==> config.mk <==
export PLATFORM = sky130hd
export DESIGN_NAME = pulse_channel_adsr_flat
export DESIGN_NICKNAME = d
export VERILOG_FILES = /design/src/rtl/synth_pkg.sv /design/src/rtl/pulse_channel_adsr_if.sv /design/src/rtl/pulse_osc.sv /design/src/rtl/pulse_channel_adsr.sv /design/src/flat_wrapper.sv
export SDC_FILE = /design/constraint.sdc
export NUM_CORES = 1
export LEC_CHECK = 0
export CAP_MARGIN = 20
export CORE_ASPECT_RATIO = 0.7
export CORE_UTILIZATION = 28
export CTS_BUF_LIST = sky130_fd_sc_hd__clkbuf_2
export CTS_CLUSTER_SIZE = 10
export DETAILED_ROUTE_END_ITERATION = 16
export GPL_TIMING_DRIVEN = 0
export PLACE_DENSITY = 0.55
export SYNTH_ARGS = -nofsm -noshare
export SYNTH_HDL_FRONTEND = slang
export SYNTH_SLANG_ARGS = --single-unit
==> constraint.sdc <==
create_clock -name clk -period 4.3 [get_ports clk]
set_input_delay 0.43 -clock clk [delete_from_list [all_inputs] [get_ports clk]]
set_output_delay 0.43 -clock clk [all_outputs]
set_load 0.02 [all_outputs]
==> src/rtl/synth_pkg.sv <==
// synth_pkg: types and defaults shared across the synth datapath
// (envelope state encoding and default amplitude width).
package synth_pkg;

  localparam int AMP_BITS_DEF = 12;

  typedef enum logic [2:0] {
    ENV_IDLE    = 3'd0,
    ENV_ATTACK  = 3'd1,
    ENV_DECAY   = 3'd2,
    ENV_SUSTAIN = 3'd3,
    ENV_RELEASE = 3'd4
  } env_state_t;

endpackage

==> src/rtl/pulse_channel_adsr_if.sv <==
// pulse_channel_adsr_if: control/strobe inputs and audio outputs of the voice.
// PULSE_CHANNEL_SWEEP_EN adds the signed sweep_rate input.
interface pulse_channel_adsr_if #(
  parameter int PHASE_BITS = 18,
  parameter int AMP_BITS   = synth_pkg::AMP_BITS_DEF,
  parameter int DUTY_BITS  = 3
);
  import synth_pkg::*;

  logic                  sample_clk;
  logic                  tick_clk;
  logic                  song_clk;
  logic                  note_on;
  logic                  note_trigger;
  logic [PHASE_BITS-1:0] phase_inc;
  logic [DUTY_BITS-1:0]  duty;
  logic [AMP_BITS:0]     audio_out;
  env_state_t            env_state;
  logic                  active;

`ifdef PULSE_CHANNEL_SWEEP_EN
  logic signed [7:0]     sweep_rate;

  modport master (
    output sample_clk, tick_clk, song_clk,
    output note_on, note_trigger,
    output phase_inc, duty, sweep_rate,
    input  audio_out, env_state, active
  );

  modport slave (
    input  sample_clk, tick_clk, song_clk,
    input  note_on, note_trigger,
    input  phase_inc, duty, sweep_rate,
    output audio_out, env_state, active
  );
`else
  modport master (
    output sample_clk, tick_clk, song_clk,
    output note_on, note_trigger,
    output phase_inc, duty,
    input  audio_out, env_state, active
  );

  modport slave (
    input  sample_clk, tick_clk, song_clk,
    input  note_on, note_trigger,
    input  phase_inc, duty,
    output audio_out, env_state, active
  );
`endif

endinterface

==> src/rtl/pulse_osc.sv <==
// pulse_osc: phase accumulator with duty-cycle compare; the increment
// is the base increment shifted left by SHIFT plus DETUNE.
module pulse_osc #(
  parameter int PHASE_BITS = 18,
  parameter int DUTY_BITS  = 3,
  parameter int SHIFT      = 0,
  parameter int DETUNE     = 0
) (
  input  logic                  clk,
  input  logic                  rst_n,
  input  logic                  en,
  input  logic [PHASE_BITS-1:0] inc,
  input  logic [DUTY_BITS-1:0]  duty,
  output logic                  gate
);

  logic [PHASE_BITS-1:0] phase;
  logic [PHASE_BITS-1:0] step;

  assign step = (inc << SHIFT) + PHASE_BITS'(DETUNE);

  always_ff @(posedge clk) begin
    if (!rst_n) begin
      phase <= '0;
    end else if (en) begin
      phase <= phase + step;
    end
  end

  assign gate = phase[PHASE_BITS-1 -: DUTY_BITS] < duty;

endmodule

==> src/rtl/pulse_channel_adsr.sv <==
// pulse_channel_adsr: dual pulse oscillator voice gated by an ADSR envelope.
// Optional PULSE_CHANNEL_SWEEP_EN adds a per-tick frequency sweep offset.
module pulse_channel_adsr
  import synth_pkg::*;
#(
  parameter int                 PHASE_BITS    = 18,
  parameter int                 AMP_BITS      = AMP_BITS_DEF,
  parameter int                 DUTY_BITS     = 3,
  parameter int                 DETUNE        = 2,
  parameter int                 CARRIER_SHIFT = 1,
  parameter logic [AMP_BITS-1:0] ATTACK_STEP   = 'h200,
  parameter int                 DECAY_SHIFT   = 3,
  parameter logic [AMP_BITS-1:0] SUSTAIN_LEVEL = 'h400,
  parameter int                 RELEASE_SHIFT = 4
) (
  input logic                clk,
  input logic                rst_n,
  pulse_channel_adsr_if.slave bus
);

  localparam logic [AMP_BITS-1:0] AMP_MAX = '1;

  if (SUSTAIN_LEVEL >= AMP_MAX) begin : g_sustain_chk
    $error("SUSTAIN_LEVEL must be below full-scale amplitude");
  end

  env_state_t            state;
  logic [AMP_BITS-1:0]   amp;
  logic [PHASE_BITS-1:0] inc_eff;
  logic                  gate1;
  logic                  gate2;
  logic                  trig;
  logic [AMP_BITS:0]     att_sum;
  logic [AMP_BITS-1:0]   dec_step;
  logic [AMP_BITS-1:0]   rel_step;

  assign trig = bus.song_clk & bus.note_trigger;

`ifdef PULSE_CHANNEL_SWEEP_EN
  logic signed [PHASE_BITS-1:0] offset;
  logic signed [PHASE_BITS+1:0] inc_sum;

  assign inc_sum = $signed({2'b00, bus.phase_inc})
                 + $signed({{2{offset[PHASE_BITS-1]}}, offset});

  // Clamp the swept increment into the legal unsigned range.
  always_comb begin
    inc_eff = inc_sum[PHASE_BITS-1:0];
    if (inc_sum[PHASE_BITS+1]) begin
      inc_eff = '0;
    end else if (inc_sum[PHASE_BITS]) begin
      inc_eff = '1;
    end
  end

  always_ff @(posedge clk) begin
    if (!rst_n) begin
      offset <= '0;
    end else if (bus.tick_clk) begin
      if (trig) begin
        offset <= '0;
      end else begin
        offset <= offset
          + {{(PHASE_BITS-8){bus.sweep_rate[7]}}, bus.sweep_rate};
      end
    end
  end
`else
  assign inc_eff = bus.phase_inc;
`endif

  pulse_osc #(
    .PHASE_BITS (PHASE_BITS),
    .DUTY_BITS  (DUTY_BITS),
    .SHIFT      (0),
    .DETUNE     (0)
  ) u_osc1 (
    .clk   (clk),
    .rst_n (rst_n),
    .en    (bus.sample_clk),
    .inc   (inc_eff),
    .duty  (bus.duty),
    .gate  (gate1)
  );

  pulse_osc #(
    .PHASE_BITS (PHASE_BITS),
    .DUTY_BITS  (DUTY_BITS),
    .SHIFT      (CARRIER_SHIFT),
    .DETUNE     (DETUNE)
  ) u_osc2 (
    .clk   (clk),
    .rst_n (rst_n),
    .en    (bus.sample_clk),
    .inc   (inc_eff),
    .duty  (bus.duty),
    .gate  (gate2)
  );

  assign att_sum  = {1'b0, amp} + {1'b0, ATTACK_STEP};
  assign dec_step = (amp - SUSTAIN_LEVEL) >> DECAY_SHIFT;
  assign rel_step = amp >> RELEASE_SHIFT;

  // Retrigger keeps the current amplitude so the attack starts click-free.
  always_ff @(posedge clk) begin
    if (!rst_n) begin
      state <= ENV_IDLE;
      amp   <= '0;
    end else if (bus.tick_clk) begin
      if (trig) begin
        state <= ENV_ATTACK;
      end else begin
        unique case (state)
          ENV_IDLE: begin
            amp <= '0;
          end
          ENV_ATTACK: begin
            if (!bus.note_on) begin
              state <= ENV_RELEASE;
            end else if (att_sum >= {1'b0, AMP_MAX}) begin
              amp   <= AMP_MAX;
              state <= ENV_DECAY;
            end else begin
              amp <= att_sum[AMP_BITS-1:0];
            end
          end
          ENV_DECAY: begin
            if (!bus.note_on) begin
              state <= ENV_RELEASE;
            end else if (dec_step == '0) begin
              amp   <= SUSTAIN_LEVEL;
              state <= ENV_SUSTAIN;
            end else begin
              amp <= amp - dec_step;
            end
          end
          ENV_SUSTAIN: begin
            if (!bus.note_on) begin
              state <= ENV_RELEASE;
            end
          end
          ENV_RELEASE: begin
            if (rel_step == '0) begin
              amp   <= '0;
              state <= ENV_IDLE;
            end else begin
              amp <= amp - rel_step;
            end
          end
          default: begin
            amp   <= '0;
            state <= ENV_IDLE;
          end
        endcase
      end
    end
  end

  assign bus.env_state = state;
  assign bus.active    = (state != ENV_IDLE);
  assign bus.audio_out = (gate1 ? {1'b0, amp} : '0)
                       + (gate2 ? {1'b0, amp} : '0);

endmodule
==> src/flat_wrapper.sv <==
// flat-port wrapper written by rule: the top's interface ports become plain ports
module pulse_channel_adsr_flat import synth_pkg::*;
#(
  parameter int                 PHASE_BITS    = 18,
  parameter int                 AMP_BITS      = AMP_BITS_DEF,
  parameter int                 DUTY_BITS     = 3,
  parameter int                 DETUNE        = 2,
  parameter int                 CARRIER_SHIFT = 1,
  parameter logic [AMP_BITS-1:0] ATTACK_STEP   = 'h200,
  parameter int                 DECAY_SHIFT   = 3,
  parameter logic [AMP_BITS-1:0] SUSTAIN_LEVEL = 'h400,
  parameter int                 RELEASE_SHIFT = 4
)
  (clk, rst_n, bus_sample_clk, bus_tick_clk, bus_song_clk, bus_note_on, bus_note_trigger, bus_phase_inc, bus_duty, bus_audio_out, bus_env_state, bus_active);
  pulse_channel_adsr_if #(.PHASE_BITS(PHASE_BITS), .AMP_BITS(AMP_BITS), .DUTY_BITS(DUTY_BITS)) bus_i ();
  input logic clk;
  input logic rst_n;
  input wire logic [$bits(bus_i.sample_clk)-1:0] bus_sample_clk;
  input wire logic [$bits(bus_i.tick_clk)-1:0] bus_tick_clk;
  input wire logic [$bits(bus_i.song_clk)-1:0] bus_song_clk;
  input wire logic [$bits(bus_i.note_on)-1:0] bus_note_on;
  input wire logic [$bits(bus_i.note_trigger)-1:0] bus_note_trigger;
  input wire logic [$bits(bus_i.phase_inc)-1:0] bus_phase_inc;
  input wire logic [$bits(bus_i.duty)-1:0] bus_duty;
  output wire logic [$bits(bus_i.audio_out)-1:0] bus_audio_out;
  output wire logic [$bits(bus_i.env_state)-1:0] bus_env_state;
  output wire logic [$bits(bus_i.active)-1:0] bus_active;
  assign bus_i.sample_clk = bus_sample_clk;
  assign bus_i.tick_clk = bus_tick_clk;
  assign bus_i.song_clk = bus_song_clk;
  assign bus_i.note_on = bus_note_on;
  assign bus_i.note_trigger = bus_note_trigger;
  assign bus_i.phase_inc = bus_phase_inc;
  assign bus_i.duty = bus_duty;
  assign bus_audio_out = bus_i.audio_out;
  assign bus_env_state = bus_i.env_state;
  assign bus_active = bus_i.active;
  pulse_channel_adsr #(.PHASE_BITS(PHASE_BITS), .AMP_BITS(AMP_BITS), .DUTY_BITS(DUTY_BITS), .DETUNE(DETUNE), .CARRIER_SHIFT(CARRIER_SHIFT), .ATTACK_STEP(ATTACK_STEP), .DECAY_SHIFT(DECAY_SHIFT), .SUSTAIN_LEVEL(SUSTAIN_LEVEL), .RELEASE_SHIFT(RELEASE_SHIFT)) u_core (.clk(clk), .rst_n(rst_n), .bus(bus_i));
endmodule
==> Yosys cells after proc, flatten, opt, wreduce, memory -nomap -nowiden <==
Cells that the tools add are included.
{ "totals": {"ff_bits": 51, "in_bits": 28, "out_inout_bits": 17, "word_cells": 51} }
{ "op_classes": {"n_addsub": 8, "magnitude_cmp": 3, "eq_ne": 11, "mux": 16, "bitwise": 3, "reduce_logical": 6} }
{ "op_table": {"columns": ["cell", "n"], "rows": [
  ["$mux W12", 7],
  ["$pmux W12 S4", 1],
  ["$add A18 B18 Y18", 2],
  ["$logic_not A12 Y1", 2],
  ["$mux W3", 7],
  ["$add A18 B2 Y18 const B", 1],
  ["$pmux W3 S5", 1],
  ["$add A12 B10 Y13 const B", 1],
  ["$add A13 B13 Y13", 1],
  ["$ge A13 B12 Y1 const B", 1],
  ["$sub A12 B11 Y12 const B", 1],
  ["$sub A12 B8 Y12", 1],
  ["$sub A12 B9 Y12", 1],
  ["$ne A4 B2 Y1 const B", 2],
  ["$eq A3 B2 Y1 const B", 2],
  ["$lt A3 B3 Y1", 2],
  ["$reduce_and A6 Y1", 1],
  ["$reduce_and A5 Y1", 1],
  ["$ne A2 B2 Y1 const B", 2],
  ["$eq A3 B1 Y1 const B", 1],
  ["$eq A3 B3 Y1 const B", 1],
  ["$logic_not A3 Y1", 1],
  ["$ne A3 B1 Y1 const B", 1],
  ["$ne A3 B2 Y1 const B", 1],
  ["4 further kinds", 5]
]} }

==> Depth between registers and ports, before layout <==
Gate-level depths: netlist of the first run.
{ "depth": {"depth_word": 6, "ltp_mapped": 16, "mapped_depth_nobuf": 15} }

==> By module <==
From an unflattened synthesis of the first run, not the netlist that was laid out.
{ "unflattened": {"cells_unflattened": 723, "hier_area_um2": 5804.3} }
{ "by_module_without_submodules": {"columns": ["mod", "n_inst", "cells_per_inst", "area_each_um2", "seq_area_each_um2"], "rows": [
  ["pulse_channel_adsr", 1, 345, 2582.5, 300.3],
  ["pulse_osc (u_core.u_osc2)", 1, 181, 1631.6, 340.3],
  ["pulse_osc (u_core.u_osc1)", 1, 197, 1590.3, 360.3]
]} }

==> Worst setup path after synthesis of the first run <==
Ideal clock, no wire load.
{ "synth_path": {"path_type": "input to output", "start": "input bus_duty[1]", "end": "output bus_audio_out[10]", "t_arrival_ns": 3.172, "t_required_ns": 3.870, "path_slack_ns": 0.698, "stages": 16, "n_path_buf": 1, "path_cell_list": "inv_1 -> ha_1 -> a21o_1 -> a21oi_1 -> clkbuf_1 -> and2_1 -> ha_1 -> inv_1 -> fa_1 -> nor2b_1 -> o21ai_1 -> a21boi_1 -> o21ai_1 -> a21oi_1 -> a311oi_1 -> xnor2_1"} }
{ "synth_via": {"elab_chain_cells": 3, "word_cells_on_any_way": 5, "cone_classes": "add/sub (1); order compare (2); mux (2)"} }
{ "synth_lines": {"columns": ["element", "line", "source"], "rows": [
  ["start: declaration", "flat_wrapper.sv:24", "input wire logic [$bits(bus_i.duty)-1:0] bus_duty;"],
  ["$lt A3 B3 Y1", "pulse_osc.sv:30", "assign gate = phase[PHASE_BITS-1 -: DUTY_BITS] < duty;"],
  ["$mux W12, on equally long branches", "pulse_channel_adsr.sv:161, pulse_channel_adsr.sv:162", null],
  ["$add A13 B13 Y13 (*)", "pulse_channel_adsr.sv:162", "+ (gate2 ? {1'b0, amp} : '0);"],
  ["end: declaration", "flat_wrapper.sv:25", "output wire logic [$bits(bus_i.audio_out)-1:0] bus_audio_out;"]
]} }
Mark *: on every way between the ends. The rest lies on a longest branch, timed or not.

==> Worst setup path after layout of the first run <==
Same ends and word-level chain as after synthesis.

==> impl_metrics.json, run 1 <==
{
  "syn_inst": 712,
  "fin_hold_ws_ps": 474,
  "fin_util": 0.338,
  "syn_nets": 831,
  "period_minus_slack_ps": 4090,
  "p_int_mw": 0.919,
  "leakagePower_nw": 2.74,
  "p_switching_mw": 0.585,
  "fmax_mhz": 245,
  "remaining_drc_errors": 0,
  "numCtsBuffers": 5,
  "worstSetupEndpointType": "output port",
  "row_count": 42,
  "clk_latency_ps": 520,
  "stdcell_count": 1031,
  "async_flop_share": 0,
  "die_w_um": 170,
  "die_h_um": 120,
  "vias": 5293,
  "io_pins": 45,
  "ir_worst_vdd_mv": 0.0843,
  "dr.pass1.iters": 7,
  "htree_levels": 2,
  "dp_cells": 1020,
  "yosysSeqAreaShare": 0.180,
  "ys_top_cells_by_count": "ha_1, nand2_1, a21oi_1",
  "crit_slowest_cell": "clkdlybuf4s50_1",
  "clock_path_buffers": 2,
  "path_clk_slew_ps": 310,
  "synthAdderAreaFrac": 0.212,
  "cap_violations": 0,
  "tritoncts_num_sinks": 50,
  "globalplace.congestion": 0.874,
  "drt_iter0_drc": 444,
  "area_delta_synth_final_pct": 16.6,
  "worst_pin_slew_ps": 1090,
  "status": "finished, final reports clean",
  "dieArea_um2": 20400,
  "ctsHoldBuffers": 0,
  "gr-usage-all-layers": 0.160,
  "synthTopCellsByArea": "ha_1, dfxtp_1, a21oi_1",
  "synth_top_family_by_area": "compound AO/OA/AOI/OAI gates",
  "wl_per_cell_um": 15.1,
  "ant_nets": 0,
  "min_path_type": "flip-flop to flip-flop",
  "clkPwrFrac": 0.191,
  "path_class": "primary input to output port",
  "port_buffers": 44,
  "grt_pass1_vias": 4855,
  "num-fill-cells": 2007,
  "synth_top_cell_area_share": 0.194,
  "worstHoldStart": "u_core.u_osc1.phase[13]",
  "cp.arrival_ps": 3660,
  "rr_startpoint": "u_core.u_osc2.phase[2]",
  "skew_ps": 59.6,
  "grt_pass1_wl_um": 25900,
  "critPathMaxFanout": 10,
  "cp-start-kind": "primary input",
  "dp_hpwl_um": 12100,
  "required_ps": 3870,
  "drive_gt1_frac": 0.0704,
  "coreArea_um2": 19200,
  "cts_root_buffer": "clkbuf_2",
  "yosysTopAreaCell": "ha_1",
  "hold_viol": 0,
  "initial_core_util": 0.290,
  "slew_headroom": 0.274,
  "synthSimpleGateAreaFrac": 0.228,
  "powerDensity_nw_per_um2": 232,
  "routed_wl_um": 15600,
  "ys_seq_elements": 50,
  "viasPerCell": 5.13,
  "layout.nets": 885,
  "yosysWarnings": 0,
  "grt_overflow_total": 0,
  "path_cells": "clkdlybuf4s50_1 > inv_1 > ha_1 > a21o_1 > a21oi_4 > buf_8 > and2_1 > ha_1 > inv_1 > fa_2 > nor2b_1 > o21ai_1 > a21boi_2 > o21ai_2 > a21oi_2 > a311oi_2 > xnor2_1 > clkbuf_2",
  "synth.most_common_cell": "ha_1",
  "muxShareOfSynthArea": 0.0290,
  "grt_max_degree": 17,
  "startpoint": "bus_duty[1]",
  "slew_violations": 0,
  "synth-xor-area-share": 0.0504,
  "syn_avg_cell_area_um2": 7.81,
  "antenna_cells": 0,
  "synth_ff_type": "dfxtp_1",
  "antenna_found_initial": 0,
  "switching_share": 0.389,
  "timing.final.crit_share": 0.951,
  "pwr-share-comb": 0.442,
  "setup_violations": 0,
  "syn_area_um2": 5560,
  "synth_compound_area_frac": 0.257,
  "setup-tns-final_ps": 0,
  "cp_slowest_stage_delay_ps": 460,
  "synth_cell_types": 78,
  "seq_power_share": 0.367,
  "synth_edf_count": 0,
  "cts_tree": "done"
}
[metrics by stage]
step	cell area [µm²]	power, mW	worst slack (ps)
after CTS	6440	1.50	-35.9
after global placement	6330	1.19	-739
after global routing	6480	1.63	-22.5
after detailed placement	6330	1.19	-698
after floorplan	5560	1.03	698
final	6480	1.50	212
[power groups by stage]
stage / Combinational (mW) / Sequential [mW] / Clock, mW
2_1_floorplan: 0.482 / 0.551 / 0
3_3_place_gp: 0.630 / 0.559 / 0
3_5_place_dp: 0.635 / 0.560 / 0
4_1_cts: 0.655 / 0.551 / 0.296
5_1_grt: 0.756 / 0.559 / 0.317
6_report: 0.665 / 0.552 / 0.287
[path summary, 6_finish.rpt]
check	to	slack (ps)	cells past startpoint
max	bus_audio_out[10]	210	18
min reg2reg	u_core.u_osc1.phase[13]	470	2
max reg2reg	u_core.u_osc2.phase[16]	1300	10
min	u_core.u_osc1.phase[13]	470	2
[sequential cells by signal, summed over array words and instances (netlist names)]
register,count
u_core.bus.env_state,3
u_core.amp,12
u_core.u_osc2.phase,17
u_core.u_osc1.phase,18
[cells by family (layout without fill, tap and decap cells)]
group,Yosys count,after routing
AOI/OAI and AO/OA,215,215
xor gates and xnor gates,32,32
adders and majority gates,91,91
buffers and inverters,59,114
DFF,50,50
muxes,16,16
and+or+nand+nor,249,249
[critical path, delay by kind of cell]
kind	cells	cell delay, ps
AO/OA/AOI/OAI	7	1130
buffers and inverters	5	900
adder cells (fa/ha/maj)	3	790
AND/OR/NAND/NOR	2	250
XOR/XNOR	1	150
[per-layer routing]
layer,vias up,GRT usage,share of wire
met3,11,0.0330,0.065
li1,2717,-,-
met1,2400,0.259,0.55
met4,0,0.0265,0.0085
met2,165,0.212,0.38
met5,-,0,0
[final cells by class]
class                           count  area [µm²]  area share
Multi-Input combinational cell    603        4370       0.674
Sequential cell                    50        1000       0.155
Timing Repair Buffer               47         449      0.0693
Tap cell                          264         330      0.0510
Inverter                           40         150      0.0232
Buffer                             19         110      0.0170
Clock inverter                      3        42.5     0.00656
Clock buffer                        5        25.0     0.00386
[repair_timing]
item                                    4_1_cts  5_1_grt
endpoints found under the setup margin        9        8
resized for setup                            25       14
endpoints found under the hold margin         0        0
pin swaps                                     3        7
setup buffers                                 0        3
[cell usage in the layout, fill, tap and decap left out, drive strengths merged, types with 6 or more instances in the layout]
cell type / count
clkdlybuf4s50: 38
mux2i: 15
buf: 13
a21o: 9
o211ai: 7
and2: 29
nand2b: 8
dfxtp: 50
o31ai: 7
nor2: 50
nor3: 26
ha: 86
o21ai: 54
clkbuf: 18
xnor2: 21
or3: 7
a21oi: 58
a211oi: 15
xor2: 11
and3: 9
inv: 39
nand2: 61
nand3: 18
nor3b: 6
nor2b: 12
o21a: 18
No activity file was read; power rests on OpenSTA's default activity.
==> inputs of run 2 (changes only) <==
- DONT_BUFFER_PORTS: unset -> 1
- PLACE_DENSITY: 0.55 -> 0.52
==> impl_metrics.json, run 2 (synthesis results as in run 1) <==
{
  "grt_pass1_wl_um": 25700,
  "ff2ff_path_depth": 10,
  "grt_overflow_total": 0,
  "critPathMaxFanout": 3,
  "reg_top3": "u_core.u_osc1.phase (18), u_core.u_osc2.phase (17), u_core.amp (12)",
  "cts_root_buffer": "clkbuf_2",
  "ant_nets": 0,
  "initial_core_util": 0.290,
  "leakagePower_nw": 2.56,
  "cts_tree": "done",
  "antenna_found_initial": 0,
  "min_path_type": "primary input to flip-flop",
  "remaining_drc_errors": 0,
  "regArea_um2": 1000,
  "globalplace.congestion": 0.818,
  "dp_hpwl_um": 12400,
  "required_ps": 3870,
  "status": "finished, final reports clean",
  "rrSetupSlack_ps": 1270,
  "period_minus_slack_ps": 4070,
  "hold_path_depth": 3,
  "worstSetupEndpointType": "output port",
  "layout.nets": 842,
  "htree_levels": 2,
  "num-fill-cells": 2075,
  "fin_area_um2": 6060,
  "multi_input_area_um2": 4410,
  "grt_pass1_vias": 4735,
  "reg2reg_to": "u_core.u_osc2.phase[16]",
  "row_count": 42,
  "ir_worst_vdd_mv": 0.104,
  "largest_reg_flops": 18,
  "io_pins": 45,
  "slew_violations": 0,
  "tritoncts_num_sinks": 50,
  "rr_startpoint": "u_core.u_osc2.phase[2]",
  "final_common_cell": "ha_1",
  "clk_latency_ps": 530,
  "coreArea_um2": 19200,
  "holdPathEnd": "u_core.u_osc1.phase[17]",
  "cp.arrival_ps": 3640,
  "slew_headroom": 0.324,
  "grt_max_degree": 16,
  "dr.pass1.iters": 6,
  "path_clk_slew_ps": 320,
  "die_h_um": 120,
  "viasPerCell": 5.25,
  "worstHoldStart": "bus_phase_inc[17]",
  "gr-usage-all-layers": 0.161,
  "timing.final.crit_share": 0.946,
  "wl_per_cell_um": 16.3,
  "ctsHoldBuffers": 0,
  "hold_viol": 0,
  "fmax_mhz": 246,
  "clock_path_buffers": 2,
  "worst_pin_slew_ps": 1010,
  "path_class": "flip-flop to output port",
  "vias": 5178,
  "layout_common_cells": "ha_1, nand2_1, a21oi_1, nor2_1, dfxtp_1",
  "die_w_um": 170,
  "largest_register": "u_core.u_osc1.phase",
  "cap_violations": 0,
  "powerDensity_nw_per_um2": 232,
  "port_buffers": 0,
  "numCtsBuffers": 5,
  "drt_iter0_drc": 365,
  "area_delta_synth_final_pct": 9.05,
  "power_mw": 1.41,
  "placed_area_um2": 5890,
  "routed_wl_um": 16100,
  "cp-start-kind": "flip-flop",
  "setup_violations": 0,
  "antenna_cells": 0,
  "dieArea_um2": 20400,
  "skew_ps": 73.3,
  "drive_gt1_frac": 0.0747
}
## run 2: area by class of cell
type | instances | share of cell area
clock inverters | 2 | 0.00227
repair buffers | 4 | 0.00495
inverters | 40 | 0.0248
multi-input cells | 603 | 0.727
plain buffers | 19 | 0.0171
flip-flops and latches | 50 | 0.166
clock buffers | 5 | 0.00413
well taps | 264 | 0.0545
## run 2: stage by stage
step	util	hold WS (ps)	TNS (ps)	instances	worst slack (ps)
finish	0.316	135	0	987	234
global route	0.316	83.9	-3.90	987	-3.90
CTS	0.312	68.3	0	984	5.75
detailed placement	0.307	452	0	976	105
global placement	0.307	443	0	976	67.3
floorplan	-	429	0	712	698
## run 2: how the worst max path moves through the flow
stage / cells after the start / slack [ps] / end / start
final: 14 / 230 / bus_audio_out[11] / u_core.u_osc2.phase[16]
after global routing: 14 / -4 / bus_audio_out[11] / u_core.u_osc2.phase[16]
after CTS: 15 / 6 / bus_audio_out[12] / u_core.u_osc1.phase[16]
after detailed placement: 16 / 110 / bus_audio_out[10] / bus_duty[1]
after global placement: 16 / 70 / bus_audio_out[10] / bus_duty[1]
after floorplan: 16 / 700 / bus_audio_out[10] / bus_duty[1]
## run 2: what timing repair did
action,4_1_cts,5_1_grt
buffers inserted,1,3
endpoints found under the hold margin,0,0
setup endpoints to repair,5,5
gates resized for setup,15,11
pin swaps,1,7
## run 2: layer usage
layer	track usage	wire length, µm
met3	0.0320	1010
met4	0.0310	113
met2	0.215	5920
met1	0.258	9010
met5	0	0
## run 2: critical path, cell delays in order, from the launching register on
cell and delay (ps):
dfxtp_2 410, ha_1 260, a21o_1 170, a21oi_2 190, buf_6 130, nand2_1 80
inv_1 80, ha_1 220, a21o_1 180, a21oi_1 220, nand2b_4 180, a211oi_1 90
or4_1 510, a21oi_2 200, xnor2_2 190
## run 2: where the power goes
| group | internal [mW] | switching (mW) |
|---|---|---|
| clock | 0.0383 | 0.184 |
| sequential | 0.519 | 0.0329 |
| combinational | 0.279 | 0.356 |
| total | 0.836 | 0.572 |
==> inputs of run 3 (changes only) <==
- CAP_MARGIN: 20 -> unset
- CORE_UTILIZATION: 28 -> 45
- PLACE_DENSITY: 0.52 -> 0.71
- SKIP_LAST_GASP: unset -> 1
==> impl_metrics.json, run 3 (synthesis results as in run 1) <==
{
  "globalplace.congestion": 0.910,
  "wl_per_cell_um": 17.6,
  "fin_util": 0.496,
  "dr.pass1.iters": 5,
  "required_ps": 3870,
  "layout_common_cells": "ha_1, nand2_1, a21oi_1, nor2_1, dfxtp_1",
  "reg_top3": "u_core.u_osc1.phase (18), u_core.u_osc2.phase (17), u_core.amp (12)",
  "cts_root_buffer": "clkbuf_2",
  "setup_violations": 0,
  "routed_wl_um": 15500,
  "min_path_type": "primary input to flip-flop",
  "tritoncts_num_sinks": 50,
  "fin_hold_ws_ps": 195,
  "path_cells": "ha_1 > a21o_1 > a21oi_2 > buf_6 > nand2_1 > inv_1 > ha_1 > a21o_1 > a21oi_1 > nand2b_1 > a211oi_1 > or4_1 > a21oi_2 > xnor2_2",
  "period_minus_slack_ps": 4100,
  "cp-start-kind": "flip-flop",
  "timing.final.ws_setup_ps": 205,
  "path_clk_slew_ps": 270,
  "slew_headroom": 0.298,
  "leakagePower_nw": 2.54,
  "fmax_mhz": 244,
  "worstSetupEndpointType": "output port",
  "ctsHoldBuffers": 0,
  "pre_cts_slack_ps": 100,
  "port_buffers": 0,
  "antenna_found_initial": 0,
  "cts_tree": "done",
  "remaining_drc_errors": 0,
  "dp_hpwl_um": 12200,
  "clock_path_buffers": 2,
  "row_count": 33,
  "grt_pass1_vias": 5038,
  "slew_violations": 0,
  "drive_gt1_frac": 0.0665,
  "area_delta_synth_final_pct": 5.72,
  "vias": 5416,
  "path_class": "flip-flop to output port",
  "rsz0062_at_grt": "no",
  "initial_core_util": 0.469,
  "dieArea_um2": 12800,
  "timing.final.crit_share": 0.952,
  "grt_pass1_wl_um": 24800,
  "die_w_um": 135,
  "skew_ps": 20.9,
  "numCtsBuffers": 5,
  "worst_pin_slew_ps": 1050,
  "coreArea_um2": 11900,
  "clk_latency_ps": 460,
  "gr-usage-all-layers": 0.246,
  "ir_worst_vdd_mv": 0.136,
  "crit_slowest_cell": "or4_1",
  "drt_iter0_drc": 447,
  "setup-tns-final_ps": 0,
  "ant_nets": 0,
  "largest_register": "u_core.u_osc1.phase",
  "die_h_um": 95.0,
  "cp.arrival_ps": 3670,
  "htree_levels": 2,
  "final_common_cell": "ha_1",
  "viasPerCell": 6.16,
  "hold_viol": 0,
  "num-fill-cells": 1141,
  "layout.nets": 840,
  "powerDensity_nw_per_um2": 236,
  "grt_overflow_total": 0,
  "critPathMaxFanout": 10,
  "largest_reg_flops": 18,
  "cp_slowest_stage_delay_ps": 530,
  "multi_input_area_um2": 4370,
  "grt_max_degree": 15,
  "regArea_um2": 1000,
  "io_pins": 45,
  "antenna_cells": 0,
  "status": "finished, final reports clean",
  "path_buf_inv": 2,
  "cap_violations": 0,
  "crit_family": "compound AO/OA/AOI/OAI gates"
}
run 3: per-layer routing:
metal,vias to the layer above,share of wire,GRT usage
met1,2547,0.49,0.359
met4,0,0.013,0.0459
met3,24,0.084,0.0499
met2,215,0.41,0.369
met5,-,0,0
li1,2630,-,-
run 3: cell type report:
class | count | area share
multi-input combinational | 603 | 0.743
buffer | 19 | 0.0177
clock buffer | 6 | 0.00511
sequential | 50 | 0.171
inverter | 40 | 0.0255
clock inverter | 2 | 0.00149
tap | 157 | 0.0334
timing repair buffer | 2 | 0.00255
run 3: repair_timing:
| action | 4_1_cts | 5_1_grt |
|---|---|---|
| buffers inserted | 0 | 2 |
| pin swaps | 1 | 5 |
| gates resized for setup | 8 | 13 |
| cloned | 0 | 0 |
| endpoints found under the setup margin | 5 | 5 |
run 3: report_power, final:
part	total (mW)	internal, mW	switching (mW)
clock	0.203	0.0400	0.163
combinational	0.634	0.274	0.360
sequential	0.552	0.519	0.0334
total	1.39	0.833	0.556
run 3: worst register-to-register path, delay by kind of cell, from the launching register on:
kind / cells / cell delay [ps]
multiplexers: 1 / 230
adder cells (fa/ha/maj): 3 / 1010
AO/OA/AOI/OAI: 5 / 1230
AND/OR/NAND/NOR: 1 / 120
flip-flops: 1 / 390
run 3: worst paths after layout:
check                                             start                 endpoint  slack (ps)  depth (start not counted)
worst max register to register   u_core.u_osc2.phase[2]  u_core.u_osc2.phase[16]        1250                         10
worst min-delay path                   bus_phase_inc[0]   u_core.u_osc2.phase[1]         200                          3
worst max-delay path            u_core.u_osc2.phase[16]        bus_audio_out[11]         200                         14
worst min register to register  u_core.u_osc1.phase[13]  u_core.u_osc1.phase[13]         480                          2
run 3: through the flow:
step / total power, mW / area (µm²) / std cells
floorplan: 1.03 / 5560 / 712
finish: 1.39 / 5880 / 879
global route: 1.49 / 5880 / 879
global placement: 1.13 / 5760 / 869
detailed placement: 1.16 / 5760 / 869
CTS: 1.37 / 5820 / 877
